### src/rtl/riscv_mem_arbiter_if.sv
`default_nettype none
// ============================================================================
// Module   : riscv_mem_arbiter_if
// Purpose  : Bundles the fetch port, the load/store port and the unified
//            memory handshake seen by riscv_mem_arbiter.
//            slave  = arbiter side, master = requesters and memory side.
// Revision : 1.0  initial release
// ============================================================================
interface riscv_mem_arbiter_if #(
    parameter int DW = 32,
    parameter int AW = 32
);
    logic          if_req_i;
    logic [AW-1:0] if_addr_i;
    logic [DW-1:0] if_rdata_o;
    logic          if_ready_o;
    logic          d_rd_i;
    logic          d_wr_i;
    logic [AW-1:0] d_addr_i;
    logic [DW-1:0] d_wdata_i;
    logic [DW-1:0] d_rdata_o;
    logic          d_ready_o;
    logic          stall_o;
    logic          mem_req_o;
    logic          mem_we_o;
    logic [AW-1:0] mem_addr_o;
    logic [DW-1:0] mem_wdata_o;
    logic [DW-1:0] mem_rdata_i;
    logic          mem_ack_i;
    logic          err_o;

    modport slave (
        input  if_req_i, if_addr_i, d_rd_i, d_wr_i, d_addr_i, d_wdata_i,
               mem_rdata_i, mem_ack_i,
        output if_rdata_o, if_ready_o, d_rdata_o, d_ready_o, stall_o,
               mem_req_o, mem_we_o, mem_addr_o, mem_wdata_o, err_o
    );

    modport master (
        output if_req_i, if_addr_i, d_rd_i, d_wr_i, d_addr_i, d_wdata_i,
               mem_rdata_i, mem_ack_i,
        input  if_rdata_o, if_ready_o, d_rdata_o, d_ready_o, stall_o,
               mem_req_o, mem_we_o, mem_addr_o, mem_wdata_o, err_o
    );
endinterface
`default_nettype wire

### src/rtl/riscv_mem_arbiter.sv
`default_nettype none
// ============================================================================
// Module   : riscv_mem_arbiter
// Purpose  : Shares one single-port memory between instruction fetch and
//            load/store. Data side has fixed priority (older instruction).
//            Each access is IDLE -> BUSY_x -> RESP; the ready pulse in RESP
//            returns the result and releases the pipeline stall.
// Options  : RISCV_MEM_ARB_TIMEOUT_EN - abort an access after TIMEOUT BUSY
//            cycles without ack, pulsing err_o with the ready pulse.
// Revision : 1.0  initial release
// ============================================================================
module riscv_mem_arbiter #(
    parameter int DW      = 32,
    parameter int AW      = 32,
    parameter int TIMEOUT = 15
) (
    input  wire logic             clk_i,
    input  wire logic             rst_i,
    riscv_mem_arbiter_if.slave    bus
);

    typedef enum logic [1:0] {
        IDLE   = 2'd0,
        BUSY_D = 2'd1,
        BUSY_I = 2'd2,
        RESP   = 2'd3
    } state_t;

    state_t        state_q,     state_d;
    logic          mem_req_q,   mem_req_d;
    logic          mem_we_q,    mem_we_d;
    logic [AW-1:0] mem_addr_q,  mem_addr_d;
    logic [DW-1:0] mem_wdata_q, mem_wdata_d;
    logic [DW-1:0] if_rdata_q,  if_rdata_d;
    logic [DW-1:0] d_rdata_q,   d_rdata_d;
    logic          if_ready_q,  if_ready_d;
    logic          d_ready_q,   d_ready_d;

    logic          d_req;
    logic          busy;
    logic          timeout_hit;
    logic [DW-1:0] capture_data;

    assign d_req = bus.d_rd_i | bus.d_wr_i;
    assign busy  = (state_q == BUSY_D) || (state_q == BUSY_I);

`ifdef RISCV_MEM_ARB_TIMEOUT_EN
    localparam int CW = $clog2(TIMEOUT + 1);

    logic [CW-1:0] wait_cnt_q;
    logic          err_q;

    // Count un-acked BUSY cycles; the last one allowed is TIMEOUT-1.
    assign timeout_hit = busy && (wait_cnt_q == CW'(TIMEOUT - 1));

    // Wait counter restarts in IDLE (i.e. at BUSY entry); err flags an abort.
    always_ff @(posedge clk_i or negedge rst_i) begin
        if (!rst_i) begin
            wait_cnt_q <= '0;
            err_q      <= 1'b0;
        end else begin
            if (state_q == IDLE)
                wait_cnt_q <= '0;
            else if (busy && !bus.mem_ack_i)
                wait_cnt_q <= wait_cnt_q + 1'b1;
            err_q <= busy && !bus.mem_ack_i && timeout_hit;
        end
    end

    assign bus.err_o = err_q;
`else
    assign timeout_hit = 1'b0;
    assign bus.err_o   = 1'b0;
`endif

    // An ack in the terminal timeout cycle wins, so only abort without ack.
    assign capture_data = bus.mem_ack_i ? bus.mem_rdata_i : '0;

    // Next-state and next-register values; everything defaults to hold.
    always_comb begin
        state_d     = state_q;
        mem_req_d   = mem_req_q;
        mem_we_d    = mem_we_q;
        mem_addr_d  = mem_addr_q;
        mem_wdata_d = mem_wdata_q;
        if_rdata_d  = if_rdata_q;
        d_rdata_d   = d_rdata_q;
        if_ready_d  = 1'b0;
        d_ready_d   = 1'b0;
        case (state_q)
            IDLE: begin
                if (d_req) begin
                    state_d     = BUSY_D;
                    mem_req_d   = 1'b1;
                    mem_we_d    = bus.d_wr_i;
                    mem_addr_d  = bus.d_addr_i;
                    mem_wdata_d = bus.d_wdata_i;
                end else if (bus.if_req_i) begin
                    state_d    = BUSY_I;
                    mem_req_d  = 1'b1;
                    mem_we_d   = 1'b0;
                    mem_addr_d = bus.if_addr_i;
                end
            end
            BUSY_D, BUSY_I: begin
                if (bus.mem_ack_i || timeout_hit) begin
                    state_d   = RESP;
                    mem_req_d = 1'b0;
                    mem_we_d  = 1'b0;
                    if (state_q == BUSY_I) begin
                        if_rdata_d = capture_data;
                        if_ready_d = 1'b1;
                    end else begin
                        // Stores leave the load data register untouched.
                        if (!mem_we_q)
                            d_rdata_d = capture_data;
                        d_ready_d = 1'b1;
                    end
                end
            end
            RESP: begin
                // Requests are not sampled here so requesters can advance.
                state_d = IDLE;
            end
            default: begin
                state_d = IDLE;
            end
        endcase
    end

    // State and output registers; async reset aborts any access in flight.
    always_ff @(posedge clk_i or negedge rst_i) begin
        if (!rst_i) begin
            state_q     <= IDLE;
            mem_req_q   <= 1'b0;
            mem_we_q    <= 1'b0;
            mem_addr_q  <= '0;
            mem_wdata_q <= '0;
            if_rdata_q  <= '0;
            d_rdata_q   <= '0;
            if_ready_q  <= 1'b0;
            d_ready_q   <= 1'b0;
        end else begin
            state_q     <= state_d;
            mem_req_q   <= mem_req_d;
            mem_we_q    <= mem_we_d;
            mem_addr_q  <= mem_addr_d;
            mem_wdata_q <= mem_wdata_d;
            if_rdata_q  <= if_rdata_d;
            d_rdata_q   <= d_rdata_d;
            if_ready_q  <= if_ready_d;
            d_ready_q   <= d_ready_d;
        end
    end

    assign bus.mem_req_o   = mem_req_q;
    assign bus.mem_we_o    = mem_we_q;
    assign bus.mem_addr_o  = mem_addr_q;
    assign bus.mem_wdata_o = mem_wdata_q;
    assign bus.if_rdata_o  = if_rdata_q;
    assign bus.d_rdata_o   = d_rdata_q;
    assign bus.if_ready_o  = if_ready_q;
    assign bus.d_ready_o   = d_ready_q;

    // Stall while a request waits for its ready pulse; forced low in reset.
    assign bus.stall_o = rst_i & ((bus.if_req_i & ~if_ready_q) |
                                  (d_req & ~d_ready_q));

endmodule
`default_nettype wire

### src/flat_wrapper.sv
// flat-port wrapper written by rule: the top's interface ports become plain ports
module riscv_mem_arbiter_flat 
#(
    parameter int DW      = 32,
    parameter int AW      = 32,
    parameter int TIMEOUT = 15
)
  (clk_i, rst_i, bus_if_req_i, bus_if_addr_i, bus_d_rd_i, bus_d_wr_i, bus_d_addr_i, bus_d_wdata_i, bus_mem_rdata_i, bus_mem_ack_i, bus_if_rdata_o, bus_if_ready_o, bus_d_rdata_o, bus_d_ready_o, bus_stall_o, bus_mem_req_o, bus_mem_we_o, bus_mem_addr_o, bus_mem_wdata_o, bus_err_o);
  riscv_mem_arbiter_if #(.DW(DW), .AW(AW)) bus_i ();
  input  wire logic clk_i;
  input  wire logic rst_i;
  input wire logic [$bits(bus_i.if_req_i)-1:0] bus_if_req_i;
  input wire logic [$bits(bus_i.if_addr_i)-1:0] bus_if_addr_i;
  input wire logic [$bits(bus_i.d_rd_i)-1:0] bus_d_rd_i;
  input wire logic [$bits(bus_i.d_wr_i)-1:0] bus_d_wr_i;
  input wire logic [$bits(bus_i.d_addr_i)-1:0] bus_d_addr_i;
  input wire logic [$bits(bus_i.d_wdata_i)-1:0] bus_d_wdata_i;
  input wire logic [$bits(bus_i.mem_rdata_i)-1:0] bus_mem_rdata_i;
  input wire logic [$bits(bus_i.mem_ack_i)-1:0] bus_mem_ack_i;
  output wire logic [$bits(bus_i.if_rdata_o)-1:0] bus_if_rdata_o;
  output wire logic [$bits(bus_i.if_ready_o)-1:0] bus_if_ready_o;
  output wire logic [$bits(bus_i.d_rdata_o)-1:0] bus_d_rdata_o;
  output wire logic [$bits(bus_i.d_ready_o)-1:0] bus_d_ready_o;
  output wire logic [$bits(bus_i.stall_o)-1:0] bus_stall_o;
  output wire logic [$bits(bus_i.mem_req_o)-1:0] bus_mem_req_o;
  output wire logic [$bits(bus_i.mem_we_o)-1:0] bus_mem_we_o;
  output wire logic [$bits(bus_i.mem_addr_o)-1:0] bus_mem_addr_o;
  output wire logic [$bits(bus_i.mem_wdata_o)-1:0] bus_mem_wdata_o;
  output wire logic [$bits(bus_i.err_o)-1:0] bus_err_o;
  assign bus_i.if_req_i = bus_if_req_i;
  assign bus_i.if_addr_i = bus_if_addr_i;
  assign bus_i.d_rd_i = bus_d_rd_i;
  assign bus_i.d_wr_i = bus_d_wr_i;
  assign bus_i.d_addr_i = bus_d_addr_i;
  assign bus_i.d_wdata_i = bus_d_wdata_i;
  assign bus_i.mem_rdata_i = bus_mem_rdata_i;
  assign bus_i.mem_ack_i = bus_mem_ack_i;
  assign bus_if_rdata_o = bus_i.if_rdata_o;
  assign bus_if_ready_o = bus_i.if_ready_o;
  assign bus_d_rdata_o = bus_i.d_rdata_o;
  assign bus_d_ready_o = bus_i.d_ready_o;
  assign bus_stall_o = bus_i.stall_o;
  assign bus_mem_req_o = bus_i.mem_req_o;
  assign bus_mem_we_o = bus_i.mem_we_o;
  assign bus_mem_addr_o = bus_i.mem_addr_o;
  assign bus_mem_wdata_o = bus_i.mem_wdata_o;
  assign bus_err_o = bus_i.err_o;
  riscv_mem_arbiter #(.DW(DW), .AW(AW), .TIMEOUT(TIMEOUT)) u_core (.clk_i(clk_i), .rst_i(rst_i), .bus(bus_i));
endmodule
### config.mk
export PLATFORM = sky130hd
export DESIGN_NAME = riscv_mem_arbiter_flat
export DESIGN_NICKNAME = d
export VERILOG_FILES = /design/src/rtl/riscv_mem_arbiter_if.sv /design/src/rtl/riscv_mem_arbiter.sv /design/src/flat_wrapper.sv
export SDC_FILE = /design/constraint.sdc
export NUM_CORES = 1
export LEC_CHECK = 0
export ABC_AREA = 1
export CAP_MARGIN = 0
export CORE_MARGIN = 5
export CORE_UTILIZATION = 40
export CTS_BUF_LIST = sky130_fd_sc_hd__clkbuf_2 sky130_fd_sc_hd__clkbuf_4 sky130_fd_sc_hd__clkbuf_8
export CTS_CLUSTER_DIAMETER = 30
export DETAILED_ROUTE_END_ITERATION = 8
export GPL_ROUTABILITY_DRIVEN = 0
export PLACE_DENSITY = 0.89
export SLEW_MARGIN = 25
export SYNTH_ARGS = -nofsm -noshare
export SYNTH_HDL_FRONTEND = slang
export SYNTH_SLANG_ARGS = --single-unit
### constraint.sdc
create_clock -name clk_i -period 3.5 [get_ports clk_i]
set_input_delay 0.875 -clock clk_i [delete_from_list [all_inputs] [get_ports clk_i]]
set_output_delay 0.875 -clock clk_i [all_outputs]
set_load 0.01 [all_outputs]
-- After elaboration in Yosys (flattened, before gate mapping)
Index checks and enable logic that the tools add are counted.
- eq/ne operators: 5
- muxes and demuxes: 19
- bitwise operators: 9
- reductions and logical operators: 10
- operators with widths (kind ; count):
    32-bit 2-to-1 mux ; 2
    1-bit 2-to-1 mux ; 11
    2-bit 2-to-1 mux ; 3
    2-bit case mux with 3 select lines ; 1
    2-bit AND reduction ; 3
    3-bit AND reduction ; 2
    2-bit == test (second input constant) ; 2
    1-bit NOT ; 4
    1-bit case mux with 2 select lines ; 2
    4-bit AND reduction ; 1
    2-bit nonzero test ; 2
    1-bit AND ; 3
    3-bit by 2-bit != test with 1-bit output (second input constant) ; 1
    2-bit by 1-bit == test with 1-bit output (second input constant) ; 1
    2-bit zero test ; 1
    2-bit != test (second input constant) ; 1
    1-bit bitwise OR ; 2
    2-bit OR reduction ; 1
- register bits after elaboration: 134
- bits of input ports: 134
- output and inout port bits: 134
- word-level logic and storage cells: 52

-- Depth between registers and ports, before layout
Gate-level depths: netlist of the first run.
- depth in word-level cells: 4
- gate-level depth with buffers: 8

-- Worst setup path after synthesis of the first run
OpenSTA, ideal clock, no wires.
- kind: input to output
- start point: input port bus_d_rd_i
- end point: output port bus_stall_o
- arrival time: 1.548 ns
- slack: 1.077 ns
- cell stages on the path: 5
- buffers on the path: 2
- cells stage by stage: buf_4 nor2_8 buf_4 o22ai_1 and2_1
- longest elaborated chain between the ends: 4
- RTL lines (what ; line ; source):
    start, declared ; flat_wrapper.sv:14 ; input wire logic [$bits(bus_i.d_rd_i)-1:0] bus_d_rd_i;
    1-bit bitwise OR ; riscv_mem_arbiter.sv:44 ; assign d_req = bus.d_rd_i | bus.d_wr_i;
    1-bit AND ; riscv_mem_arbiter.sv:167 ; (d_req & ~d_ready_q));
    1-bit bitwise OR ; riscv_mem_arbiter.sv:166 ; assign bus.stall_o = rst_i & ((bus.if_req_i & ~if_ready_q) |
    1-bit AND ; riscv_mem_arbiter.sv:166 ;
    end, declared ; flat_wrapper.sv:24 ; output wire logic [$bits(bus_i.stall_o)-1:0] bus_stall_o;
No other way between the ends.

-- Worst setup path in the final report of the first run
- start point: input port bus_d_wr_i
- end point: output port bus_stall_o
- longest elaborated chain between the ends: 4
- RTL lines (what ; line ; source):
    start, declared ; flat_wrapper.sv:15 ; input wire logic [$bits(bus_i.d_wr_i)-1:0] bus_d_wr_i;
    1-bit bitwise OR ; riscv_mem_arbiter.sv:44 ;
    1-bit AND ; riscv_mem_arbiter.sv:167 ;
    1-bit bitwise OR ; riscv_mem_arbiter.sv:166 ;
    1-bit AND ; riscv_mem_arbiter.sv:166 ;
No other way between the ends.

==> impl_metrics.toml, run 1 <==
[power_and_ir_drop]
pwr-share-comb_pct = 48.0
clkPwrFrac_pct = 15.9
power.internal_mw = 4.60
p_leak_nw = 4.27
p_switching_mw = 2.77
seq_power_share_pct = 36.1
switching_share_pct = 37.6
peakVddDrop_v = 0.000473
p_per_area_nw_per_um2 = 823

[placement]
post-place-ws_ns = 0.352
dp_cells = 1089
port-buffer-count = 266
dp_hpwl_um = 11900

[timing]
fmax_mhz = 319
setup_viol = 0
slew-limit-headroom_pct = 38.8
hold_viol_final = 0
whs_ns = 0.240
slew_viol_final = 0
finalCriticalPeriod_ns = 3.14
worst_slack_ns = 0.364
clock_skew_ns = 0.00902
finalSetupTns_ns = 0
fin_crit_sh_pct = 89.6
rsz0062_at_grt = "no"
tightest_slew_ns = 0.919

[synthesis]
synth.distinct_cells = 23
yosys-top-cells-area = "dfrtp_1, nand2_1, o21ai_0, inv_1, o21ai_2"
yosys.area_share.simple_pct = 14.9
synth-xor-area-share_pct = 0
synth.largest_area_cell = "dfrtp_1"
yosysSeqAreaShare_pct = 57.4
synth-compound-area-share_pct = 16.2
syn_avg_cell_area_sq_um = 8.77
synth_top_family_by_area = "compound AO/OA/AOI/OAI gates"
syn_inst = 666
synthAdderAreaFrac_pct = 0.857
synth_warnings = 0
netlist_area_sq_um = 5840
yosysTopAreaCellShare_pct = 57.4
synth-seq-cells = 134
syn_nets = 804
synthMuxAreaShare_pct = 0

[worst_setup_path]
crit_buf_inv = 2
reg2reg_to = "u_core.bus.d_rdata_o[4]"
cpMaxStageDelayCell = "clkdlybuf4s50_1"
slowest_delay_ns = 0.58
worstSetupPathType = "primary input to output port"
cp-end-kind = "output port"
cp_max_fo = 2
cp.required_ns = 2.62
r2r_cells = 8
cpMostUsedCell = "clkdlybuf4s50_1"
crit_chain = "clkdlybuf4s50_1, nor2_8, o22ai_1, and2_1, clkdlybuf4s50_1"
start_kind = "primary input"
rr_startpoint = "u_core.state_q[1]"
crit_arrival_ns = 2.26
crit_family = "buffers and inverters"
rrSetupSlack_ns = 1.42

[floorplanning]
die_w_um = 131
die_h_um = 131
initial_utilization_pct = 40.5
core_sq_um = 14400
ioPinCount = 268
fp-row-count = 44
dieArea_sq_um = 17100

[cts]
cts_root_buf = "clkbuf_8"
clock_latency_ns = 0.44
post_cts_buffers = 0
cts_max_level = 4
ctsResizeCount = 0
cts_tree = "yes"
cts_hold_buf = 0
cts.sinks = 134
clk_pin_slew_ns = 0.09
clock_path_buffers = 2
cts_buffers = 17

[layout]
layout.nets = 1062
layout-drive-gt1-share_pct = 8.64
utilization_pct = 62.1
final_common_cell = "clkdlybuf4s50_1"
final_cell_mix = "clkdlybuf4s50_1, nand2_1, dfrtp_1, o21ai_0, inv_1"
area_growth_pct = 53.5
finalNonFillerCells = 1122

[hold_path]
hold_path.class = "primary input to async pin"

[routing]
wl_per_cell_um = 14.4
viasPerCell = 4.60
wl_um = 16200
vias = 5164
drc = 0
ant_nets = 0
drtIter0Drc = 265
first_pass_iters = 4

[global_routing]
track_usage_pct = 18.8
grt_overflow = 0
grt_pass1_vias = 4998
grt_pass1_wl_um = 25000
grt_start_max_net_pins = 74
antenna_found_initial = 1

[outcome]
status = "finished clean"

[flow_run]
cap_violations = 0
[worst max-delay path by stage]
stage,startpoint,endpoint,depth (start not counted)
final,bus_d_wr_i,bus_stall_o,5
after global routing,bus_d_rd_i,bus_stall_o,5
after CTS,bus_d_wr_i,bus_stall_o,5
after detailed placement,bus_d_wr_i,bus_stall_o,5
after global placement,bus_d_wr_i,bus_stall_o,5
after floorplan,bus_d_rd_i,bus_stall_o,5
[power groups by stage]
stage               Combinational, mW  Sequential (mW)  Clock (mW)
floorplan                        1.34             2.99           0
global placement                 3.49             2.64           0
detailed placement               3.59             2.68           0
CTS                              3.60             2.67        1.22
global route                     3.89             2.76        1.28
finish                           3.54             2.66        1.17
[worst reg2reg max path: cells and delay by family, from the launching register on]
| family | cells | cell delay [ns] |
|---|---|---|
| flip-flops | 1 | 0.41 |
| buffers and inverters | 3 | 0.56 |
| adder cells (fa/ha/maj) | 1 | 0.33 |
| AND/OR/NAND/NOR | 3 | 0.56 |
| AO/OA/AOI/OAI | 1 | 0.09 |
[cells by family (layout without fill, tap and decap cells)]
| logic type | after synthesis | after routing |
|---|---|---|
| and+or+nand+nor | 217 | 217 |
| AOI/OAI and AO/OA | 167 | 167 |
| buffers and inverters | 143 | 414 |
| DFF | 134 | 134 |
| adders and majority gates | 4 | 4 |
| other | 1 | 2 |
[cell type report]
type,instances,area [sq um]
well taps,184,230
inverters,106,398
diodes,1,2.50
clock buffers,18,241
multi-input cells,389,1870
flip-flops and latches,134,3350
fillers,1209,5460
repair buffers,276,2750
clock inverters,14,118
[registers in the layout, indices dropped and copies added (netlist names)]
signal,count
u_core.bus.d_rdata_o,32
u_core.bus.if_rdata_o,32
u_core.bus.mem_addr_o,32
u_core.bus.mem_wdata_o,32
u_core.state_q,2
u_core.bus.d_ready_o,1
u_core.bus.if_ready_o,1
u_core.bus.mem_req_o,1
u_core.bus.mem_we_o,1
[per-layer routing]
layer,track usage [%],up-vias,part of all wire (%)
li1,-,2570,-
met1,21.5,2366,38
met2,30.9,193,49
met3,7.20,35,9.2
met4,9.07,0,3.5
met5,0,-,0
[stage by stage]
step                      area, sq um  total power [mW]
after CTS                        8960              7.48
after global placement           8600              6.13
after floorplan                  5840              4.33
after detailed placement         8600              6.27
final                            8960              7.38
after global routing             8960              7.93
[cell usage after synthesis]
cell and n:
buf_2 13, o21ai_1 11, nand2_1 195, buf_4 3
inv_1 106, a21oi_1 1, clkbuf_1 13, o21ai_2 23
buf_6 7, and2_1 1, nand2_2 12, nand3_1 2
clkbuf_2 1, dfrtp_1 134, conb_1 1, nor2_8 1
o21ai_0 129, nand4_1 1, o22ai_1 1, ha_1 4
a21oi_4 1, nor2_1 5, o21ai_4 1
Power figures use the tool's default switching activity.
==> run 2, diff against run 1 <==
Settings changed: CAP_MARGIN 0 to 40.
==> run 2 against run 1 <==
Compared with the run above: clock skew is 0.0016 ns higher; critical path depth is the same; final cell count unchanged; combinational power about the same; worst hold slack better by 0.00062 ns; first-iteration DRC count down 19%; die area unchanged; power is 1.1% higher; setup slack worse by 0.0018 ns; sequential power is essentially flat; non-clock buffer count rose by 1; global-route usage about the same; largest cell class unchanged; highest routed layer unchanged.
==> impl_metrics.toml, run 2 (same netlist as run 1, synthesis figures left out) <==
[outcome]
status = "finished clean"

[cts]
clk_pin_slew_ns = 0.08
post_cts_buffers = 0
cts_root_buf = "clkbuf_8"
clock_path_buffers = 2
cts.sinks = 134
cts_hold_buf = 0
cts_tree = "yes"
ctsResizeCount = 0
cts_max_level = 4
cts_buffers = 17
clock_latency_ns = 0.45

[floorplanning]
ioPinCount = 268
fp-row-count = 44
die_h_um = 131
die_w_um = 131
initial_utilization_pct = 40.5
core_sq_um = 14400
dieArea_sq_um = 17100

[timing]
fin_crit_sh_pct = 89.7
tightest_slew_ns = 0.663
rsz0062_at_grt = "no"
clock_skew_ns = 0.0106
setup_viol = 0
slew-limit-headroom_pct = 55.7
slew_viol_final = 0
finalCriticalPeriod_ns = 3.14
finalSetupTns_ns = 0
fmax_mhz = 319
hold_viol_final = 0

[worst_setup_path]
crit_buf_inv = 2
crit_family = "buffers and inverters"
cp-end-kind = "output port"
slowest_delay_ns = 0.58
rrSetupSlack_ns = 1.40
cpMostUsedCell = "clkdlybuf4s50_1"
cpMaxStageDelayCell = "clkdlybuf4s50_1"
crit_arrival_ns = 2.26
start_kind = "primary input"
cp_max_fo = 2
crit_chain = "clkdlybuf4s50_1, nor2_8, o22ai_1, and2_1, clkdlybuf4s50_1"
cp.required_ns = 2.62
worstSetupPathType = "primary input to output port"

[global_routing]
grt_start_max_net_pins = 65
antenna_found_initial = 0
track_usage_pct = 18.8
grt_pass1_vias = 5055
grt_pass1_wl_um = 25100
grt_overflow = 0

[hold_path]
hold_path.class = "primary input to async pin"

[power_and_ir_drop]
power.internal_mw = 4.69
p_per_area_nw_per_um2 = 828
peakVddDrop_v = 0.000445
switching_share_pct = 37.1
clkPwrFrac_pct = 16.8
p_leak_nw = 4.29
seq_power_share_pct = 35.7
p_switching_mw = 2.77
pwr-share-comb_pct = 47.5
finalPower_mw = 7.46

[layout]
layout-drive-gt1-share_pct = 8.74
layout.nets = 1063
utilization_pct = 62.5
diodes = 0
final_common_cell = "clkdlybuf4s50_1"
final_cell_mix = "clkdlybuf4s50_1, nand2_1, dfrtp_1, o21ai_0, inv_1"
area_growth_pct = 54.3

[routing]
wl_um = 16200
drc = 0
wl_per_cell_um = 14.4
drtIter0Drc = 214
ant_nets = 0
vias = 5179
first_pass_iters = 4
viasPerCell = 4.62

[placement]
port-buffer-count = 266
dp_hpwl_um = 12000

[flow_run]
cap_violations = 0
==> run 2: cell count changes in the layout (fill, tap and decap cells not counted), sizes merged <==
cell	previous run	this run
buf	11	12
bufinv	0	1
clkinvlp	2	1
diode	1	0
==> run 2: worst paths after layout <==
| kind | to | from | depth (start not counted) |
|---|---|---|---|
| max | bus_stall_o | bus_d_wr_i | 5 |
| min reg2reg | u_core.bus.mem_wdata_o[4] | u_core.bus.mem_wdata_o[4] | 2 |
| max reg2reg | u_core.bus.d_rdata_o[4] | u_core.state_q[1] | 8 |
| min | u_core.bus.d_rdata_o[29] | rst_i | 1 |
| min in group clk_i | u_core.bus.mem_wdata_o[4] | u_core.bus.mem_wdata_o[4] | 2 |
| max in group asynchronous | u_core.bus.mem_wdata_o[29] | rst_i | 3 |
==> run 2: metal layers <==
| layer | share of wire, % | vias to the layer above | GRT usage (%) |
|---|---|---|---|
| li1 | - | 2574 | - |
| met1 | 38 | 2376 | 21.4 |
| met2 | 49 | 192 | 31.8 |
| met3 | 9.8 | 37 | 6.75 |
| met4 | 3.3 | 0 | 8.47 |
| met5 | 0 | - | 0 |
==> run 2: cell type report <==
class / count / area, sq um
Clock buffer: 18 / 248
Multi-Input combinational cell: 389 / 1870
Timing Repair Buffer: 277 / 2770
Sequential cell: 134 / 3350
Clock inverter: 14 / 140
Tap cell: 184 / 230
Inverter: 106 / 398
Fill cell: 1178 / 5420
==> run 2: metrics by stage <==
stage               cells  hold WS [ns]  setup WS (ns)  instance area [sq um]
floorplan             666         0.449           1.08                   5840
global placement     1089         0.461          0.356                   8600
detailed placement   1090         0.473          0.354                   8620
CTS                  1122         0.211          0.355                   9010
global route         1122         0.207          0.294                   9010
finish               1122         0.241          0.362                   9010
==> run 2: power groups by stage <==
stage                     registers, mW  logic, mW  clock network (mW)
after floorplan                    2.99       1.34                   0
after global placement             2.64       3.49                   0
after detailed placement           2.68       3.59                   0
after CTS                          2.67       3.60                1.30
after global routing               2.76       3.89                1.36
final                              2.66       3.54                1.25
